**src/rtl/mips_muldiv_unit.sv**
```systemverilog
// Multi-cycle MULT/MULTU/DIV/DIVU unit with architectural HI/LO, MTHI/MTLO writes and flush abort.
// Latency: WIDTH+1 edges from accept to hi/lo/done (1 edge for divide by zero; 2..WIDTH+1 for MUL with early-out).
// Backpressure: busy stalls the pipeline front; start while busy is ignored. Build option: MULDIV_EARLY_OUT_EN.
module mips_muldiv_unit #(
    parameter int WIDTH = 32
) (
    input  logic             Clk,
    input  logic             Rst,
    input  logic             start,
    input  logic [1:0]       op,
    input  logic [WIDTH-1:0] a,
    input  logic [WIDTH-1:0] b,
    input  logic             flush,
    input  logic             mthi_we,
    input  logic             mtlo_we,
    input  logic [WIDTH-1:0] wdata,
    output logic             busy,
    output logic             done,
    output logic             div_by_zero,
    output logic [WIDTH-1:0] hi,
    output logic [WIDTH-1:0] lo
);
    localparam int CNT_W = $clog2(WIDTH) + 1;

    typedef enum logic [1:0] {IDLE, MUL, DIV, FIX} state_t;

    state_t             state;
    state_t             state_nxt;
    logic [CNT_W-1:0]   cnt;
    // MUL: running product. DIV: {remainder, dividend bits shifting into quotient}.
    logic [2*WIDTH-1:0] acc;
    // MUL: multiplicand shifted left each step. DIV: divisor in the low half.
    logic [2*WIDTH-1:0] mcand;
    logic [WIDTH-1:0]   mplier;
    logic               neg_q;
    logic               neg_r;
    logic               is_div;
    logic               dz_pend;

    logic               accept;
    logic               op_div;
    logic               op_dz;
    logic               sa;
    logic               sb;
    logic [WIDTH-1:0]   abs_a;
    logic [WIDTH-1:0]   abs_b;
    logic [2*WIDTH-1:0] mul_acc_nxt;
    logic [WIDTH-1:0]   mplier_nxt;
    logic               mul_last;
    logic [WIDTH:0]     div_shift;
    logic [WIDTH:0]     div_sub;
    logic               div_ge;
    logic [2*WIDTH-1:0] div_acc_nxt;
    logic [2*WIDTH-1:0] prod_fix;
    logic [WIDTH-1:0]   quot_fix;
    logic [WIDTH-1:0]   rem_fix;

    // Operand decode: signed ops take magnitudes; |most-negative| fits as unsigned 2^(WIDTH-1).
    always_comb begin
        accept = (state == IDLE) && start && !flush;
        op_div = op[1];
        op_dz  = op[1] && (b == '0);
        sa     = !op[0] && a[WIDTH-1];
        sb     = !op[0] && b[WIDTH-1];
        abs_a  = sa ? (~a + 1'b1) : a;
        abs_b  = sb ? (~b + 1'b1) : b;
    end

    // One shift-add multiply step and one restoring-divide step.
    always_comb begin
        mul_acc_nxt = acc + (mplier[0] ? mcand : '0);
        mplier_nxt  = mplier >> 1;
        div_shift   = {acc[2*WIDTH-1:WIDTH], acc[WIDTH-1]};
        div_ge      = (div_shift >= {1'b0, mcand[WIDTH-1:0]});
        div_sub     = div_ge ? (div_shift - {1'b0, mcand[WIDTH-1:0]}) : div_shift;
        div_acc_nxt = {div_sub[WIDTH-1:0], acc[WIDTH-2:0], div_ge};
    end

`ifdef MULDIV_EARLY_OUT_EN
    // Stop as soon as no set multiplier bits remain; the product is already final.
    assign mul_last = (cnt == CNT_W'(1)) || (mplier_nxt == '0);
`else
    assign mul_last = (cnt == CNT_W'(1));
`endif

    // Sign correction applied at the FIX edge.
    always_comb begin
        prod_fix = neg_q ? (~acc + 1'b1) : acc;
        quot_fix = neg_q ? (~acc[WIDTH-1:0] + 1'b1) : acc[WIDTH-1:0];
        rem_fix  = neg_r ? (~acc[2*WIDTH-1:WIDTH] + 1'b1) : acc[2*WIDTH-1:WIDTH];
    end

    // Next-state selection; flush from any busy state returns to IDLE.
    always_comb begin
        state_nxt = state;
        case (state)
            IDLE: begin
                if (accept) begin
                    if (op_dz)       state_nxt = FIX;
                    else if (op_div) state_nxt = DIV;
                    else             state_nxt = MUL;
                end
            end
            MUL: begin
                if (flush)         state_nxt = IDLE;
                else if (mul_last) state_nxt = FIX;
            end
            DIV: begin
                if (flush)                    state_nxt = IDLE;
                else if (cnt == CNT_W'(1))    state_nxt = FIX;
            end
            FIX:     state_nxt = IDLE;
            default: state_nxt = IDLE;
        endcase
    end

    // State, datapath registers, HI/LO and registered status outputs.
    always_ff @(posedge Clk or posedge Rst) begin
        if (Rst) begin
            state       <= IDLE;
            cnt         <= '0;
            acc         <= '0;
            mcand       <= '0;
            mplier      <= '0;
            neg_q       <= 1'b0;
            neg_r       <= 1'b0;
            is_div      <= 1'b0;
            dz_pend     <= 1'b0;
            busy        <= 1'b0;
            done        <= 1'b0;
            div_by_zero <= 1'b0;
            hi          <= '0;
            lo          <= '0;
        end else begin
            state <= state_nxt;
            busy  <= (state_nxt != IDLE);
            done  <= 1'b0;
            case (state)
                IDLE: begin
                    // MTHI/MTLO land first; an op accepted on the same edge overwrites later.
                    if (mthi_we) hi <= wdata;
                    if (mtlo_we) lo <= wdata;
                    if (accept) begin
                        cnt         <= CNT_W'(WIDTH);
                        // Divide by zero keeps raw a for HI and all ones for LO.
                        acc         <= op_dz  ? {a, {WIDTH{1'b1}}} :
                                       op_div ? {{WIDTH{1'b0}}, abs_a} : '0;
                        mcand       <= {{WIDTH{1'b0}}, (op_div ? abs_b : abs_a)};
                        mplier      <= abs_b;
                        neg_q       <= sa ^ sb;
                        neg_r       <= sa;
                        is_div      <= op_div;
                        dz_pend     <= op_dz;
                        div_by_zero <= 1'b0;
                    end
                end
                MUL: begin
                    acc    <= mul_acc_nxt;
                    mcand  <= mcand << 1;
                    mplier <= mplier_nxt;
                    cnt    <= cnt - 1'b1;
                end
                DIV: begin
                    acc <= div_acc_nxt;
                    cnt <= cnt - 1'b1;
                end
                FIX: begin
                    if (!flush) begin
                        done        <= 1'b1;
                        div_by_zero <= dz_pend;
                        if (dz_pend) begin
                            hi <= acc[2*WIDTH-1:WIDTH];
                            lo <= acc[WIDTH-1:0];
                        end else if (is_div) begin
                            hi <= rem_fix;
                            lo <= quot_fix;
                        end else begin
                            hi <= prod_fix[2*WIDTH-1:WIDTH];
                            lo <= prod_fix[WIDTH-1:0];
                        end
                    end
                end
                default: ;
            endcase
        end
    end
endmodule

```
**config.mk**
```make
export PLATFORM = sky130hd
export DESIGN_NAME = mips_muldiv_unit
export DESIGN_NICKNAME = d
export VERILOG_FILES = /design/src/rtl/mips_muldiv_unit.sv
export SDC_FILE = /design/constraint.sdc
export NUM_CORES = 1
export LEC_CHECK = 0
export CAP_MARGIN = 20
export CORE_UTILIZATION = 45
export CTS_CLUSTER_SIZE = 14
export DETAILED_ROUTE_END_ITERATION = 10
export GPL_ROUTABILITY_DRIVEN = 0
export PLACE_DENSITY_LB_ADDON = 0.05
export SKIP_LAST_GASP = 1
export SLEW_MARGIN = 20
export SYNTH_ARGS = -nofsm -noshare
export SYNTH_HDL_FRONTEND = slang
export SYNTH_SLANG_ARGS = --single-unit
export TNS_END_PERCENT = 50
```
**constraint.sdc**
```tcl
create_clock -name Clk -period 10.9 [get_ports Clk]
set_input_delay 2.18 -clock Clk [delete_from_list [all_inputs] [get_ports Clk]]
set_output_delay 2.18 -clock Clk [all_outputs]
set_load 0.02 [all_outputs]
```
# Yosys cells after proc, flatten, opt, wreduce, memory -nomap -nowiden
# Cells that the tools add are included.
dict set report word_totals {
  reg_bits 239
  in_bits 104
  wordCells 98
}
dict set report op_classes {
  reduce_logical 22
  n_addsub 8
  n_bitwise 6
  n_lt_le_gt_ge 1
  eq_ne 8
  muxes 39
}
# cell n
set ops {}
lappend ops {{32-bit two-way mux} 16}
lappend ops {{64-bit two-way mux} 5}
lappend ops {{32-bit case mux with 2 select lines} 3}
lappend ops {{64-bit case mux with 3 select lines} 1}
lappend ops {{32-bit by 1-bit adder with 32-bit output (second input constant)} 4}
lappend ops {{32-bit inverter} 4}
lappend ops {{64-bit case mux with 2 select lines} 1}
lappend ops {{64-bit by 1-bit adder with 64-bit output (second input constant)} 1}
lappend ops {{64-bit adder} 1}
lappend ops {{64-bit inverter} 1}
lappend ops {{33-bit by 32-bit >= comparator with 1-bit output} 1}
lappend ops {{32-bit zero test} 1}
lappend ops {{32-bit subtractor} 1}
lappend ops {{6-bit case mux with 2 select lines} 1}
lappend ops {{2-bit two-way mux} 5}
lappend ops {{3-bit AND reduction} 3}
lappend ops {{2-bit inequality test (second input constant)} 4}
lappend ops {{2-bit AND reduction} 4}
lappend ops {{2-bit nonzero test} 4}
lappend ops {{6-bit by 1-bit == test with 1-bit output (second input constant)} 1}
lappend ops {{6-bit two-way mux} 1}
lappend ops {{2-bit case mux with 3 select lines} 1}
lappend ops {{6-bit by 1-bit subtractor with 6-bit output (second input constant)} 1}
lappend ops {{1-bit logical AND} 5}
lappend ops {{9 further kinds} 14}

# Longest topological paths before layout
dict set report depth {
  word_depth 7
  ltp_mapped 15
  ltp_nobuf 14
}

# Worst setup path before layout
# Ideal clock, no wire load.
dict set report synth_timing {
  kind {in2reg}
  startpoint {in b[8]}
  endpoint {reg mcand[29]}
  stages 10
  t_required_ps 10817
  arrival_time_ps 4574
  setup_ps 83
  path_slack_ps 6244
  path_buffers 0
  cell_sequence {or4_4 or3_4 or3_4 or4_4 inv_1 a21oi_2 nor2_1 xnor2_1 mux2i_1 o21ai_0}
}
dict set report synth_between {
  elab_chain_cells 6
}
# element line
set synth_lines {}
lappend synth_lines {{from (decl)} 12} ;# input logic [WIDTH-1:0] b,
lappend synth_lines {{32-bit inverter} 66} ;# abs_b = sb ? (~b + 1'b1) : b;
lappend synth_lines {{32-bit by 1-bit adder with 32-bit output} 66}
lappend synth_lines {{32-bit two-way mux} 66}
lappend synth_lines {{32-bit two-way mux} 148} ;# mcand <= {{WIDTH{1'b0}}, (op_div ? abs_b : abs_a)};
lappend synth_lines {{64-bit two-way mux} 143} ;# if (accept) begin
lappend synth_lines {{64-bit case mux with 2 select lines} 138} ;# case (state)
lappend synth_lines {{to (signal assigned)} 148}
lappend synth_lines {{to (signal assigned)} 159} ;# mcand <= mcand << 1;
lappend synth_lines {{to (decl)} 33} ;# logic [2*WIDTH-1:0] mcand;
# No other way between the ends. The select of a mux whose other input is x is not followed.
# A chain may end at the register's enable or synchronous reset.

# Worst setup path after layout
dict set report layout_timing {
  startpoint {in b[13]}
  endpoint {reg acc[26]}
}
dict set report layout_between {
  elab_chain_cells 5
}
# element line
set layout_lines {}
lappend layout_lines {{32-bit zero test} 62} ;# op_dz = op[1] && (b == '0);
lappend layout_lines {{1-bit logical AND} 62}
lappend layout_lines {{64-bit two-way mux} 146} ;# acc <= op_dz ? {a, {WIDTH{1'b1}}} :
lappend layout_lines {{64-bit two-way mux} 143}
lappend layout_lines {{64-bit case mux with 3 select lines} 138}
lappend layout_lines {{to (signal assigned)} 146}
lappend layout_lines {{to (signal assigned)} 158} ;# acc <= mul_acc_nxt;
lappend layout_lines {{to (signal assigned)} 164} ;# acc <= div_acc_nxt;
lappend layout_lines {{to (decl)} 31} ;# logic [2*WIDTH-1:0] acc;
# No other way between the ends. The select of a mux whose other input is x is not followed.

==> impl_results.md <==
- Status: finished, final reports clean
- Area of the mapped netlist: around 21000 µm²
- Gr ovfl total: 0
- Peak supply drop: around 0.00018 V
- Via count: between 20000 and 25000
- I/O pins: about 170
- Crit path launch: b[13]
- Clock tree root buffer cell: clkbuf_16
- Most area-hungry cell type in the Yosys netlist: dfrtp_1
- Total Power: ~8 mW
- GRT Total Usage: 0.342
- Worst Path Max Fanout: 31
- Critical path arrival: between 6 and 7 ns
- Post-synth top flop: dfrtp_1
- Final setup vio count: 0
- Initial antenna violation count: 0
- Number of synthesized register bits: around 240
- Longest Clk Path Bufs: 3
- Inserted Clock Buffers: 31
- Stages on worst setup path: 11
- Worst-skew pair later-pin latency: between 0.6 and 0.7 ns
- Crit path max-delay family: simple AND/OR/NAND/NOR gates
- Crit path buffers/inverters: 2
- Reg2Reg Depth: 12
- Crit end category: flop
- Post-synth EDFFs: 0
- Net count after synthesis: around 2900
- Final worst slack: roughly 5.2 ns
- Fin Hold WS: between 0.4 and 0.5 ns
- Worst Hold Launch: lo[27]
- Power Internal: between 3 and 4 mW
- P&R area growth vs syn: 14.6%
- Starting Density: 0.458
- # DRC: 0
- Synth async-reset ratio: 1.00
- Number of nets in the layout: 2920
- Place WS: about 4.7 ns
- Fin. max-slew vios: 0
- CP peak stage delay: 0.70 ns
- Slowest-stage cell, CP: or4b_2
- CTS tree: yes
- Crit path time final: about 5.7 ns
- Worst-path cell chain: clkdlybuf4s50_1, nor4_1, or4b_2, nor4_4, and3_1, buf_4, or2_2, a21oi_1, o21ai_0, nor3b_1, or3_1
- Core area: about 46000 µm²
- Initial drt markers: around 2600
- Syn Area/Cell: 7.89 µm²
- Slew margin rel.: 0.276
- Fillers: about 4500
- Pwr Density: 337 nW/µm²
- Lkg Pwr: ~10 nW
- Die Area: 47400 µm²
- RSZ-0062 raised after global routing: false
- Max Freq: around 180 MHz
- Largest net degree at the start of global routing: roughly 120
- CTS Sinks: 239
- Commonest non-fill, non-tap cells in the layout: nand2_1, a21oi_1, dfrtp_1
- CTS-repair resized insts: 0
- IO Port Bufs: 170
- Slew @ Worst Pin: 1.09 ns
- Final Hold Fails: 0
- Non-filler instance count after layout: between 3000 and 4000
- Max-cap violations: 0
- TritonRoute pass-1 iters: 6
- Worst Clk Skew: approximately 0.021 ns
- Die Wd: around 220 µm
- CP Launch Type: input port
- Synth area leaders: dfrtp_1, a21oi_1, ha_1
- Synth warn: 0
- Post-DRT Antenna Nets: 0
- Fin Setup TNS: 0 ns
- Mapped Cells: about 2700
- Switching Power: 4.29 mW
- Global-route wire length before repair: around 120 mm
- Crit path kind: in -> reg
- CTS Hold Bufs: 0
- Switch share: 0.530
- Combinational share of power: 0.648
- Avg WL per Cell: ~25 µm
- Setup Fix Bufs, Post-CTS: 0
- Worst endpoint required time: about 11 ns
- Post-synthesis sequential area ratio: 0.286
- Placed insts: about 3300
- Via density: approximately 6.5
- N_diodes: 0
- Vias in the first global route: 19833
- Share of the synthesized area in the top cell type: 0.286
- Unique masters post-synth: 97
- Hold Crit Class: reg -> reg
- Die height: about 220 µm
- Clock group share of total power: 0.127
- Sequential Power Share: 0.225
- RR Startpoint: mplier[0]
- Worst hold stages: 2
- Rows: 78
- Clock-pin slew on the worst setup and hold paths: approximately 0.06 ns
- Period utilisation layout: 0.519
- Share of cells above drive strength 1: 0.0505
- H-tree Lvls: 1
- Estimated wirelength of the detail-placed design: 61.9 mm
- Total Wirelength: a little over 80 mm
- Most common cell after layout, fill and taps aside: nand2_1
layout make-up:
type | count | area [µm²] | area share
clock buffer | 47 | 926 | 0.0386
tap | 600 | 751 | 0.0313
sequential | 239 | 5980 | 0.249
timing repair buffer | 200 | 1920 | 0.0801
inverter | 90 | 345 | 0.0144
multi-input combinational | 2147 | 14000 | 0.583
clock inverter | 10 | 71.3 | 0.00297
registers in the layout, indices dropped and copies added, names as in the netlist:
register,count
busy,1
div_by_zero,1
hi,32
lo,32
dz_pend,1
cnt,6
neg_r,1
acc,64
state,2
neg_q,1
done,1
is_div,1
mplier,32
mcand,64
through the flow:
stage	instance area, µm²	utilization
3_5_place_dp	23000	0.503
3_3_place_gp	23000	0.503
4_1_cts	24000	0.525
5_1_grt	24000	0.525
2_1_floorplan	20900	-
6_report	24000	0.525
synth_stat cells (5+ instances only):
cell type,number
or4_1,9
nand4_1,31
o41ai_1,8
dfrtp_1,239
xor2_1,90
nor4_1,21
mux2i_1,58
o21a_1,18
o31ai_1,47
a21oi_1,263
a22oi_1,28
xnor2_1,107
a41oi_1,5
o221ai_1,8
nor3_1,55
a21o_1,78
a22o_1,34
or3_1,18
nand3_1,38
o22ai_1,14
and3_1,23
clkbuf_1,146
a221oi_1,43
and2_1,73
a211oi_1,57
nand2b_1,22
nor2_1,223
a221o_1,8
buf_2,17
inv_1,87
a31oi_1,39
or2_2,8
nand2_1,273
o21ai_1,8
o21ai_0,183
buf_1,8
nor2b_1,11
o211ai_1,18
o21bai_1,21
ha_1,105
worst min-delay path, cell delays in order, from the launching register on:
cell and delay, ns:
dfrtp_1 0.34, nand2_1 0.04, o21ai_0 0.06
per-layer routing:
| layer | up-vias | routed length, µm | share of wire | track usage |
|---|---|---|---|---|
| met5 | - | 0 | 0 | 0 |
| met4 | 0 | 4870 | 0.059 | 0.176 |
| met3 | 234 | 8570 | 0.10 | 0.0614 |
| met2 | 1159 | 34000 | 0.41 | 0.500 |
| met1 | 10341 | 34900 | 0.42 | 0.481 |
| li1 | 9812 | - | - | - |
logic make-up after synthesis:
group | after synthesis | share of synthesized area
flip-flops | 239 | 0.286
AO/OA/AOI/OAI | 938 | 0.293
XOR/XNOR | 197 | 0.0824
adder cells (fa/ha/maj) | 107 | 0.0647
AND/OR/NAND/NOR | 844 | 0.195
multiplexers | 61 | 0.0294
buffers and inverters | 267 | 0.0503
path summary, 6_finish.rpt:
check                          end  slack (ns)
max                        acc[26]        5.24
min                         lo[27]        0.47
max reg2reg                acc[61]        5.85
min reg2reg                 lo[27]        0.47
max in group asynchronous  acc[52]        7.27
min in group asynchronous   lo[14]        2.12
power groups by stage:
stage,registers (mW),clock network (mW),logic [mW]
6_report,1.82,1.03,5.24
3_5_place_dp,1.80,0,5.13
3_3_place_gp,1.79,0,5.06
4_1_cts,1.79,1.04,5.16
5_1_grt,1.85,1.07,5.70
2_1_floorplan,1.71,0,3.53
No activity file was read; power rests on OpenSTA's default activity.
